$ cat config.mk
export PLATFORM = sky130hd
export DESIGN_NAME = sc_intr_ctrl
export DESIGN_NICKNAME = d
export VERILOG_FILES = /design/src/rtl/sc_intr_ctrl_pkg.sv /design/src/rtl/sc_intr_ctrl_prio.sv /design/src/rtl/sc_intr_ctrl.sv
export SDC_FILE = /design/constraint.sdc
export NUM_CORES = 1
export LEC_CHECK = 0
export BUFFER_PORTS_ARGS = -buffer_cell sky130_fd_sc_hd__clkbuf_2
export CORE_AREA = 8 8 74 76
export DETAILED_ROUTE_END_ITERATION = 16
export DIE_AREA = 0 0 82 84
export GPL_TIMING_DRIVEN = 0
export PLACE_DENSITY = 0.8
export SYNTH_ARGS = -nofsm -noshare
export SYNTH_HDL_FRONTEND = slang
export SYNTH_SLANG_ARGS = --single-unit
$ cat constraint.sdc
create_clock -name i_clk -period 2 [get_ports i_clk]
set_input_delay 0 -clock i_clk [delete_from_list [all_inputs] [get_ports i_clk]]
set_output_delay 0 -clock i_clk [all_outputs]
set_load 0.01 [all_outputs]
$ cat src/rtl/sc_intr_ctrl_pkg.sv
// Shared types for the sc_intr_ctrl interrupt controller: register map codes
// and FSM state encodings.
package sc_intr_ctrl_pkg;

    localparam int CFG_W = 32;

    typedef enum logic [1:0] {
        INTC_MASK  = 2'd0,
        INTC_PEND  = 2'd1,
        INTC_INSRV = 2'd2,
        INTC_EOI   = 2'd3
    } cfg_addr_e;

    typedef enum logic [1:0] {
        ST_IDLE = 2'd0,
        ST_REQ  = 2'd1,
        ST_SERV = 2'd2
    } state_e;

    // One-hot decode of a source ID into an N-bit vector.
    function automatic logic [CFG_W-1:0] id_onehot(input int unsigned id);
        logic [CFG_W-1:0] v;
        v = '0;
        v[id] = 1'b1;
        return v;
    endfunction

endpackage

$ cat src/rtl/sc_intr_ctrl_prio.sv
// Combinational lowest-index-wins priority encoder; o_valid when any bit is set.
module sc_intr_prio #(
    parameter int N    = 8,
    parameter int ID_W = 3
) (
    input  logic [N-1:0]    i_req,
    output logic            o_valid,
    output logic [ID_W-1:0] o_id
);

    always_comb begin
        o_valid = |i_req;
        o_id    = '0;
        // Scan downward so the lowest set index is the last assignment.
        for (int i = N - 1; i >= 0; i--) begin
            if (i_req[i]) o_id = ID_W'(i);
        end
    end

endmodule

$ cat src/rtl/sc_intr_ctrl.sv
// Priority interrupt controller for the single-cycle CPU intr/inta handshake.
// Define SC_INTR_NEST_EN to let higher-priority sources preempt an in-service one.
import sc_intr_ctrl_pkg::*;

module sc_intr_ctrl #(
    parameter int N_SRC = 8,
    parameter int ID_W  = 3
) (
    input  logic              i_clk,
    input  logic              i_clr,
    input  logic [N_SRC-1:0]  i_irq,
    output logic              o_intr,
    input  logic              i_inta,
    output logic [ID_W-1:0]   o_vec_id,
    input  logic              i_cfg_we,
    input  logic [1:0]        i_cfg_addr,
    input  logic [CFG_W-1:0]  i_cfg_wdata,
    output logic [CFG_W-1:0]  o_cfg_rdata
);

    logic [N_SRC-1:0] r_irq_q, r_mask, r_pend, r_insrv;
    logic [ID_W-1:0]  r_vec_id, w_vec_nxt;
    state_e           r_state, w_state_nxt;

    logic [N_SRC-1:0] w_rise, w_elig, w_wdata, w_ack_oh, w_eoi_oh;
    logic [N_SRC-1:0] w_pend_nxt, w_insrv_nxt;
    logic             w_win_vld, w_srv_vld;
    logic [ID_W-1:0]  w_win_id, w_srv_id;
    logic             w_wr_mask, w_wr_pend, w_wr_eoi, w_ack, w_eoi;
    cfg_addr_e        w_addr;
    logic [CFG_W-1:0] w_ack_full, w_eoi_full;
    logic             w_unused;

    assign w_addr   = cfg_addr_e'(i_cfg_addr);
    assign w_wdata  = i_cfg_wdata[N_SRC-1:0];
    assign w_rise   = i_irq & ~r_irq_q;
    assign w_elig   = r_pend & r_mask;

    sc_intr_prio #(.N(N_SRC), .ID_W(ID_W)) u_arb (
        .i_req   (w_elig),
        .o_valid (w_win_vld),
        .o_id    (w_win_id)
    );

    sc_intr_prio #(.N(N_SRC), .ID_W(ID_W)) u_srv (
        .i_req   (r_insrv),
        .o_valid (w_srv_vld),
        .o_id    (w_srv_id)
    );

    assign w_wr_mask = i_cfg_we && (w_addr == INTC_MASK);
    assign w_wr_pend = i_cfg_we && (w_addr == INTC_PEND);
    assign w_wr_eoi  = i_cfg_we && (w_addr == INTC_EOI);
    assign w_ack     = (r_state == ST_REQ) && i_inta;
    assign w_eoi     = w_wr_eoi && w_srv_vld;

    assign w_ack_full = id_onehot(32'(r_vec_id));
    assign w_eoi_full = id_onehot(32'(w_srv_id));
    assign w_ack_oh   = w_ack ? w_ack_full[N_SRC-1:0] : '0;
    assign w_eoi_oh   = w_eoi ? w_eoi_full[N_SRC-1:0] : '0;

    // New edges are OR'd in last so a set beats a same-cycle W1C.
    assign w_pend_nxt  = (r_pend & ~(w_wr_pend ? w_wdata : '0) & ~w_ack_oh) | w_rise;
    assign w_insrv_nxt = (r_insrv & ~w_eoi_oh) | w_ack_oh;

    assign w_unused = ^{i_cfg_wdata[CFG_W-1:N_SRC], w_ack_full[CFG_W-1:N_SRC],
                        w_eoi_full[CFG_W-1:N_SRC]};

    always_comb begin
        w_state_nxt = r_state;
        w_vec_nxt   = r_vec_id;
        case (r_state)
            ST_IDLE: begin
                if (w_win_vld) begin
                    w_state_nxt = ST_REQ;
                    w_vec_nxt   = w_win_id;
                end
            end
            ST_REQ: begin
                if (i_inta) w_state_nxt = ST_SERV;
            end
            ST_SERV: begin
                if (w_insrv_nxt == '0) begin
                    w_state_nxt = ST_IDLE;
                end
`ifdef SC_INTR_NEST_EN
                else if (w_win_vld && w_srv_vld && (w_win_id < w_srv_id)) begin
                    w_state_nxt = ST_REQ;
                    w_vec_nxt   = w_win_id;
                end
`endif
            end
            default: w_state_nxt = ST_IDLE;
        endcase
    end

    always_ff @(posedge i_clk) begin
        if (i_clr) begin
            r_state  <= ST_IDLE;
            r_vec_id <= '0;
            r_irq_q  <= '0;
            r_mask   <= '0;
            r_pend   <= '0;
            r_insrv  <= '0;
        end else begin
            r_state  <= w_state_nxt;
            r_vec_id <= w_vec_nxt;
            r_irq_q  <= i_irq;
            r_pend   <= w_pend_nxt;
            r_insrv  <= w_insrv_nxt;
            if (w_wr_mask) r_mask <= w_wdata;
        end
    end

    assign o_intr   = (r_state == ST_REQ);
    assign o_vec_id = r_vec_id;

    always_comb begin
        o_cfg_rdata = '0;
        case (w_addr)
            INTC_MASK:  o_cfg_rdata[N_SRC-1:0] = r_mask;
            INTC_PEND:  o_cfg_rdata[N_SRC-1:0] = r_pend;
            INTC_INSRV: o_cfg_rdata[N_SRC-1:0] = r_insrv;
            default:    o_cfg_rdata = '0;
        endcase
    end

endmodule

==> run summary, run 1 <==
Setup violations remaining at the end of the flow were counted as 0. The logs give 0 for the count of warnings emitted by yosys and 6888 um2 for the die area. The initial utilization of the core area, before any placement, comes to 45.51%. After technology mapping, the gate count stands at 232. The static leakage is 1.134 nW, and the relative area change from synthesis to final layout is 33.08%. Dividing the final minimum period by the clock period gives 82.61%. 0 antenna diodes ended up in the layout. The internal power of the cells totals 1.306 mW. In this design, the stage delay of the slowest critical-path cell is 0.43 ns. Buffers inserted during clock tree synthesis total 5.

In this run the number of H-tree levels came out at 2. By area the synthesized netlist is led by sky130_fd_sc_hd__dfxtp_1 (38%), sky130_fd_sc_hd__buf_4 (10%), sky130_fd_sc_hd__mux2i_1 (8.3%), sky130_fd_sc_hd__nand2_1 (5.6%), sky130_fd_sc_hd__nor2_1 (4.3%). TritonCTS built the clock tree. The tools report the wire length of the first global-routing pass as 8473 um. Synthesis inferred 37 register bits.

Each instance of the synthesized netlist takes up on average 8.365 um2. The final number of hold-violating endpoints is 0, and the count of fill cells added during filler insertion is 356. Sequential cells burn 45.8% of the power. The dominant register cell in the synthesized netlist was sky130_fd_sc_hd__dfxtp_1. The count of flip-flops with a built-in enable after synthesis is 0, and the total DRC errors in the routed layout is 0.

The clock edge transition at the registers on the reported setup and hold paths came out at 0.07 ns. Netlist area before placement: 1941 um2. The worst setup path is of the flip-flop to flip-flop kind.

The detailed router placed 1867 vias in this run. The die boundary height was 84 um; the remaining antenna violation count after routing was 0. Top cell family by delay on the critical path: compound AO/OA/AOI/OAI gates. The net count of the finished layout is 361. Global routing used 15.52% of the available tracks across all layers. The tools report the first-pass detailed-route iteration total as 4. The worst setup path is captured at a flip-flop. The initial antenna violation count is 0. VDD sags by at most 0.0005377 V.

The analysis attributes to net switching a power of 441.3 uW. The synthesized design spends more area on one cell type than any other, namely sky130_fd_sc_hd__dfxtp_1. Counting I/O delays and the setup requirement, the final critical path takes 1.652 ns. Of all nets on the critical path, the largest fanout is 4.

Dividing the detail-routed via count by the number of cells gives 5.073. For this run, the top clock speed supported by timing is 605.3 MHz. Across the run, the number of max-cap violations was 0. Routability-driven placement finished with a final weighted congestion of 0.9667. The flow ran to the end, and the final reports show no timing, DRC or antenna violations.

In this run the tool buffered the top-level ports with 32 buffer cells. During I/O placement, the number of pins put on the boundary was 82. Entering global routing, the biggest net connects 13 pins. Together, buffers and inverters on the worst path number 0.

The clock drives 37 sinks. The switching portion of total power is 25.26%. The width of the die came out at 82 um.

For the total power draw, the log shows 1.747 mW. For this block, the routed nets add up to 5250 um of wire. The signal on the critical path passes through a22oi_1 -> nand3_1 -> o21ai_0 -> a221o_1 -> a21oi_1.

In this run, the combinational gates consume 15.0% of the power. The later pin in the worst-skew pair is clocked with a latency of 0.30 ns. Data arrives at the worst endpoint at 1.82 ns. The tools report the footprint of the multi-input gates as 1011 um2.

The worst hold path belongs to the class primary input to flip-flop. The portion of synthesized cell area occupied by the leading cell type is 38.17%, and the sequential area share after synthesis is 38.17%. After synthesis, the netlist uses 39 different library cells. The post-route netlist has 24.05% of its cells at a drive strength greater than 1. For this run the aggregate overflow at the end of global routing stands at 0. The run gives 161 as the violation count after the first detailed-routing iteration. The power density over the cells came out at 676.4 nW/um2. The initialized floorplan defines 24 standard-cell rows. In this run the register-to-register setup slack is 0.35 ns. Counting flops with an async set or reset pin after synthesis yields a share of 0%. Data on the critical path is required at its endpoint by 2.17 ns.

The logs give 1770 for the number of global-route vias before repair and 0.002719 ns for the worst setup skew after layout. Setup repair after global routing left no endpoint under its margin. The logs give 3793 um for the post-detailed-placement half-perimeter wirelength and 0 for the number of buffers added for setup after CTS.

Adding up every negative setup slack in the final design gives 0 ns. The core region is 4264 um2. STA classifies the critical path startpoint as a flip-flop. The clock group share of total power is 39.3%.

Cell at the slowest stage of the critical path: sky130_fd_sc_hd__o21ai_0. The count of pins over their slew limit is 0. The area used by sequential logic in the layout is 740.7 um2, and the wire length per cell is 14.27 um. The worst-case clock buffer depth came out at 2. Root buffer selected by CTS: sky130_fd_sc_hd__clkbuf_8.
## placed cells by master, fill, tap and decap left out, types with 2 or more instances in the layout
master and count:
sky130_fd_sc_hd__a21oi_1 14, sky130_fd_sc_hd__a22oi_1 4, sky130_fd_sc_hd__a32oi_1 8, sky130_fd_sc_hd__and3_1 2
sky130_fd_sc_hd__buf_2 4, sky130_fd_sc_hd__buf_4 26, sky130_fd_sc_hd__clkbuf_1 4, sky130_fd_sc_hd__clkbuf_2 32
sky130_fd_sc_hd__clkbuf_8 6, sky130_fd_sc_hd__conb_1 24, sky130_fd_sc_hd__dfxtp_1 37, sky130_fd_sc_hd__dlygate4sd3_1 21
sky130_fd_sc_hd__inv_1 9, sky130_fd_sc_hd__mux2i_1 16, sky130_fd_sc_hd__nand2_1 29, sky130_fd_sc_hd__nand2b_1 2
sky130_fd_sc_hd__nand3_1 5, sky130_fd_sc_hd__nor2_1 22, sky130_fd_sc_hd__nor2b_1 13, sky130_fd_sc_hd__o21a_1 2
sky130_fd_sc_hd__o21ai_0 13
## Yosys cell counts (2+ instances only)
cell type,n
sky130_fd_sc_hd__mux2i_1,16
sky130_fd_sc_hd__o21a_1,2
sky130_fd_sc_hd__clkbuf_1,4
sky130_fd_sc_hd__o21ai_0,13
sky130_fd_sc_hd__a21oi_1,14
sky130_fd_sc_hd__a32oi_1,8
sky130_fd_sc_hd__buf_2,4
sky130_fd_sc_hd__nor2_1,22
sky130_fd_sc_hd__dfxtp_1,37
sky130_fd_sc_hd__nand2_1,29
sky130_fd_sc_hd__nand2b_1,2
sky130_fd_sc_hd__and3_1,2
sky130_fd_sc_hd__buf_4,26
sky130_fd_sc_hd__nand3_1,5
sky130_fd_sc_hd__a22oi_1,4
sky130_fd_sc_hd__nor2b_1,13
sky130_fd_sc_hd__inv_1,9
## flip-flops by register name, summed over array words and instances, names as in the netlist
register,count
r_mask,8
o_vec_id,3
r_irq_q,8
r_insrv,8
r_pend,8
r_state,2
## cells by family (layout without fill, tap and decap cells)
kind of cell	Yosys count	count (layout)	share of synthesized area (%)
AO/OA/AOI/OAI	52	52	18.63
flip-flops	37	37	38.17
buffers and inverters	44	105	14.18
AND/OR/NAND/NOR	82	82	20.57
multiplexers	16	16	8.253
other	1	24	0.1932
## power by group through the flow
stage	Clock, mW	Combinational, mW	Sequential [mW]
final	0.686	0.261	0.800
after global routing	0.712	0.289	0.803
after CTS	0.688	0.256	0.798
after detailed placement	0	0.222	0.815
after global placement	0	0.221	0.813
after floorplan	0	0.162	0.807
## tightest hold or removal path, stage by stage
cell	delay (ns)
sky130_fd_sc_hd__clkbuf_2	0.09
sky130_fd_sc_hd__nand2b_1	0.10
sky130_fd_sc_hd__a21oi_1	0.07
## layout make-up
class | count | area share [%]
plain buffers | 35 | 9.351
clock buffers | 6 | 3.198
clock inverters | 2 | 1.453
inverters | 9 | 1.308
multi-input cells | 174 | 39.15
flip-flops and latches | 37 | 28.68
well taps | 52 | 2.519
repair buffers | 53 | 14.34
## final timing paths
path                                 start                       end  cells after the start
setup reg to reg      r_pend[4]$_SDFF_PP0_  o_vec_id[0]$_SDFFE_PP0P_                      5
setup / recovery      r_pend[4]$_SDFF_PP0_  o_vec_id[0]$_SDFFE_PP0P_                      5
hold / removal                      i_inta   r_state[0]$_SDFFE_PP0P_                      3
hold reg to reg   o_vec_id[0]$_SDFFE_PP0P_  o_vec_id[0]$_SDFFE_PP0P_                      2
## timing repair
item                                   in CTS  in global routing
resized for setup                           0                  0
hold buffers                               21                  0
endpoints found under the hold margin      23                  0
## per-stage QoR
stage / std cells / hold slack (ns) / area [um2] / worst slack, ns / utilization [%]
after global placement: 339 / 0.2322 / 2252 / 0.4472 / 52.82
after global routing: 368 / 0.05176 / 2582 / 0.2275 / 60.56
final: 368 / 0.02350 / 2582 / 0.3479 / 60.56
after floorplan: 255 / 0.1282 / 2027 / 0.5783 / -
after detailed placement: 339 / 0.2294 / 2252 / 0.4185 / 52.82
after CTS: 368 / 0.02982 / 2582 / 0.3855 / 60.56
## routing by layer
metal	routed length [um]	track usage [%]	vias up
li1	-	-	925
met1	1972	16.81	848
met2	2652	26.51	76
met3	455	4.634	18
met4	170	6.869	0
met5	0	0	-
No activity file was read; power rests on OpenSTA's default activity.
==> run 2: changes to the inputs <==
--- a/config.mk
+++ b/config.mk
@@ -6,11 +6,11 @@
 export NUM_CORES = 1
 export LEC_CHECK = 0
 export BUFFER_PORTS_ARGS = -buffer_cell sky130_fd_sc_hd__clkbuf_2
-export CORE_AREA = 8 8 74 76
+export CORE_AREA = 8 8 77 79
 export DETAILED_ROUTE_END_ITERATION = 16
-export DIE_AREA = 0 0 82 84
+export DIE_AREA = 0 0 85 87
 export GPL_TIMING_DRIVEN = 0
-export PLACE_DENSITY = 0.8
+export PLACE_DENSITY = 0.77
 export SYNTH_ARGS = -nofsm -noshare
 export SYNTH_HDL_FRONTEND = slang
 export SYNTH_SLANG_ARGS = --single-unit
==> constraint.sdc (replaced) <==
create_clock -name i_clk -period 1.4 [get_ports i_clk]
set_input_delay 0 -clock i_clk [delete_from_list [all_inputs] [get_ports i_clk]]
set_output_delay 0 -clock i_clk [all_outputs]
set_load 0.01 [all_outputs]
==> run summary, run 2 (synthesized netlist as in run 1, its figures left out) <==
The flow ran to the end, but the final reports show violations. The detailed router finished its first iteration with 86 violations. At the end of the flow, the number of nets in the layout was 368. The floorplan has 26 rows. The tools report the max-cap check violation count as 0.

The tools report the static leakage as 1.175 nW. The total number of vias is 1906. Once layout is complete, the utilization of the core stands at 56.01%.

The initial utilization of the core area, before any placement, comes to 40.04%. The run gives 12 as the pin count of the biggest net entering global routing. In the final layout, the share of cells above drive strength 1 is 31.89%. The clock edge transition at the registers on the reported setup and hold paths is 0.07 ns.

The power density over the cells was 837.5 nW/um2. After legalization and detailed placement, the total HPWL measured 3876 um. The tree is rooted in a sky130_fd_sc_hd__clkbuf_8. The worst setup margin was -0.04999 ns. In the layout the commonest cells are sky130_fd_sc_hd__buf_4 (33), sky130_fd_sc_hd__clkbuf_2 (32), sky130_fd_sc_hd__nand2_1 (28), sky130_fd_sc_hd__dfxtp_1 (28), sky130_fd_sc_hd__conb_1 (24). The logs give 2 for the worst-case clock buffer depth and 0 for the final number of hold-violating endpoints. The library cell used most frequently in the layout, excluding fill and tap cells, is sky130_fd_sc_hd__buf_4. Leaving out filler cells and counting taps, the final layout contains 379. The critical-path maximum fanout came out at 4. The remaining antenna violation count after routing was 0; the first-pass detailed-route iteration total was 4. The design draws 2.274 mW. Setup violations remaining at the end of the flow were counted as 2. 0 antenna diodes ended up in the layout.

Placement-stage worst setup slack: -0.1733 ns. The number of global-route vias before repair is 1777. The final reports fail on negative setup slack. The number of clock sinks was 37; the total global-route track usage was 14.97%. The total global routing overflow came out at 0. The floorplan step defined a core boundary enclosing 4847 um2.

The H-tree was split into 2 levels. For the total instance count after detailed placement, the log shows 343. TritonCTS built the clock tree.

The highest clock rate came out at 689.7 MHz. The kind of end point of the critical path was a flip-flop. The insertion delay of the later-clocked pin in the worst-skew pair is 0.29 ns, and the total routed wirelength is 5631 um. By startpoint and endpoint, the worst setup path is classified as flip-flop to flip-flop. The tools report the worst setup skew after layout as 0.002451 ns. At the end of routability-driven placement, the weighted congestion stood at 0.9334. After detailed routing, the number of remaining DRC violations is 0.

For the wire length of the first global-routing pass, the log shows 8721 um. Dividing the final minimum period by the clock period gives 103.6%. The die boundary height was 87 um; the worst ir drop on vdd was 0.0007899 V. The count of cells along the worst hold path was 3. The worst register-to-register path has a depth of 4. Setup repair after global routing could not meet its margin everywhere.

The minimum clock period works out to 1.450 ns. The relative area change from synthesis to final layout is 39.91%, and the via-per-instance ratio is 5.029. The run gives 5 as the TritonCTS buffer count. The worst setup path is launched from a flip-flop. For the initial antenna violation count, the log shows 0. Count of pins over their slew limit: 0. Dividing the detail-routed wire length by the instance count gives 14.86 um. Pin placement for this block handled 82 I/O pins. The floorplan step defined a die boundary enclosing 7395 um2. The path class of the tightest hold or removal check is primary input to flip-flop. Input and output buffers added on the ports amount to 32. The tools report the final-layout setup total negative slack as -0.09229 ns.

The data arrival time of the critical path was 1.61 ns; the width of the die was 85 um. For the worst setup path, the data required time is 1.56 ns.
==> run 2: cell count changes in the layout (fill, tap and decap cells not counted), sizes merged <==
cell and delta:
buf +6, bufinv -1, clkinv +2, clkinvlp -1, dlygate4sd3 +1
==> run 2: stage by stage <==
step           hold WS [ns]  cell area (um2)
2_1_floorplan        0.1282             2032
3_3_place_gp         0.2311             2262
3_5_place_dp         0.2365             2262
4_1_cts           0.0002822             2633
5_1_grt             0.02912             2715
6_report            0.01081             2715
==> run 2: cell type report <==
type / count / area, um2
Clock buffer: 6 / 72.57
Clock inverter: 2 / 10.01
Tap cell: 56 / 70.07
Buffer: 34 / 242.7
Fill cell: 430 / 2132
Timing Repair Buffer: 61 / 432.9
Multi-Input combinational cell: 174 / 1101
Inverter: 9 / 33.78
Sequential cell: 37 / 752.0
==> run 2: report_power, final <==
part	total, mW	switching (mW)	internal [mW]
Sequential	1.15	0.0477	1.10
Combinational	0.404	0.198	0.205
Clock	0.723	0.378	0.345
Total	2.27	0.624	1.65
==> run 2: metal layers <==
metal  vias up  global-route usage, %  wire length, um
li1        936                      -                -
met1       870                  15.52             2146
met2        84                  25.85             2864
met3        16                  4.906              438
met4         0                  9.061              182
met5         -                      0                0
==> run 2: critical path, stage by stage, from the launching register on <==
cell and delay (ns):
sky130_fd_sc_hd__dfxtp_2 0.33, sky130_fd_sc_hd__buf_6 0.11, sky130_fd_sc_hd__or3_4 0.41, sky130_fd_sc_hd__o41ai_4 0.35, sky130_fd_sc_hd__a21oi_1 0.12
==> run 2: what timing repair did <==
action | 4_1_cts | 5_1_grt
endpoints found under the setup margin | 10 | 10
pin swaps | 7 | 8
gates cloned | 0 | 0
setup buffers | 3 | 4
endpoints found under the hold margin | 23 | 0
gates resized for setup | 14 | 15
hold buffers | 22 | 0
==> run 2: worst paths after layout <==
kind                                            start                       to  slack, ns
worst max-delay path            r_insrv[0]$_SDFF_PP0_    r_insrv[7]$_SDFF_PP0_      -0.05
worst min-delay path                           i_inta  r_state[0]$_SDFFE_PP0P_       0.01
worst max register to register  r_insrv[0]$_SDFF_PP0_    r_insrv[7]$_SDFF_PP0_      -0.05
worst min register to register  r_irq_q[5]$_SDFF_PP0_     r_pend[5]$_SDFF_PP0_       0.49
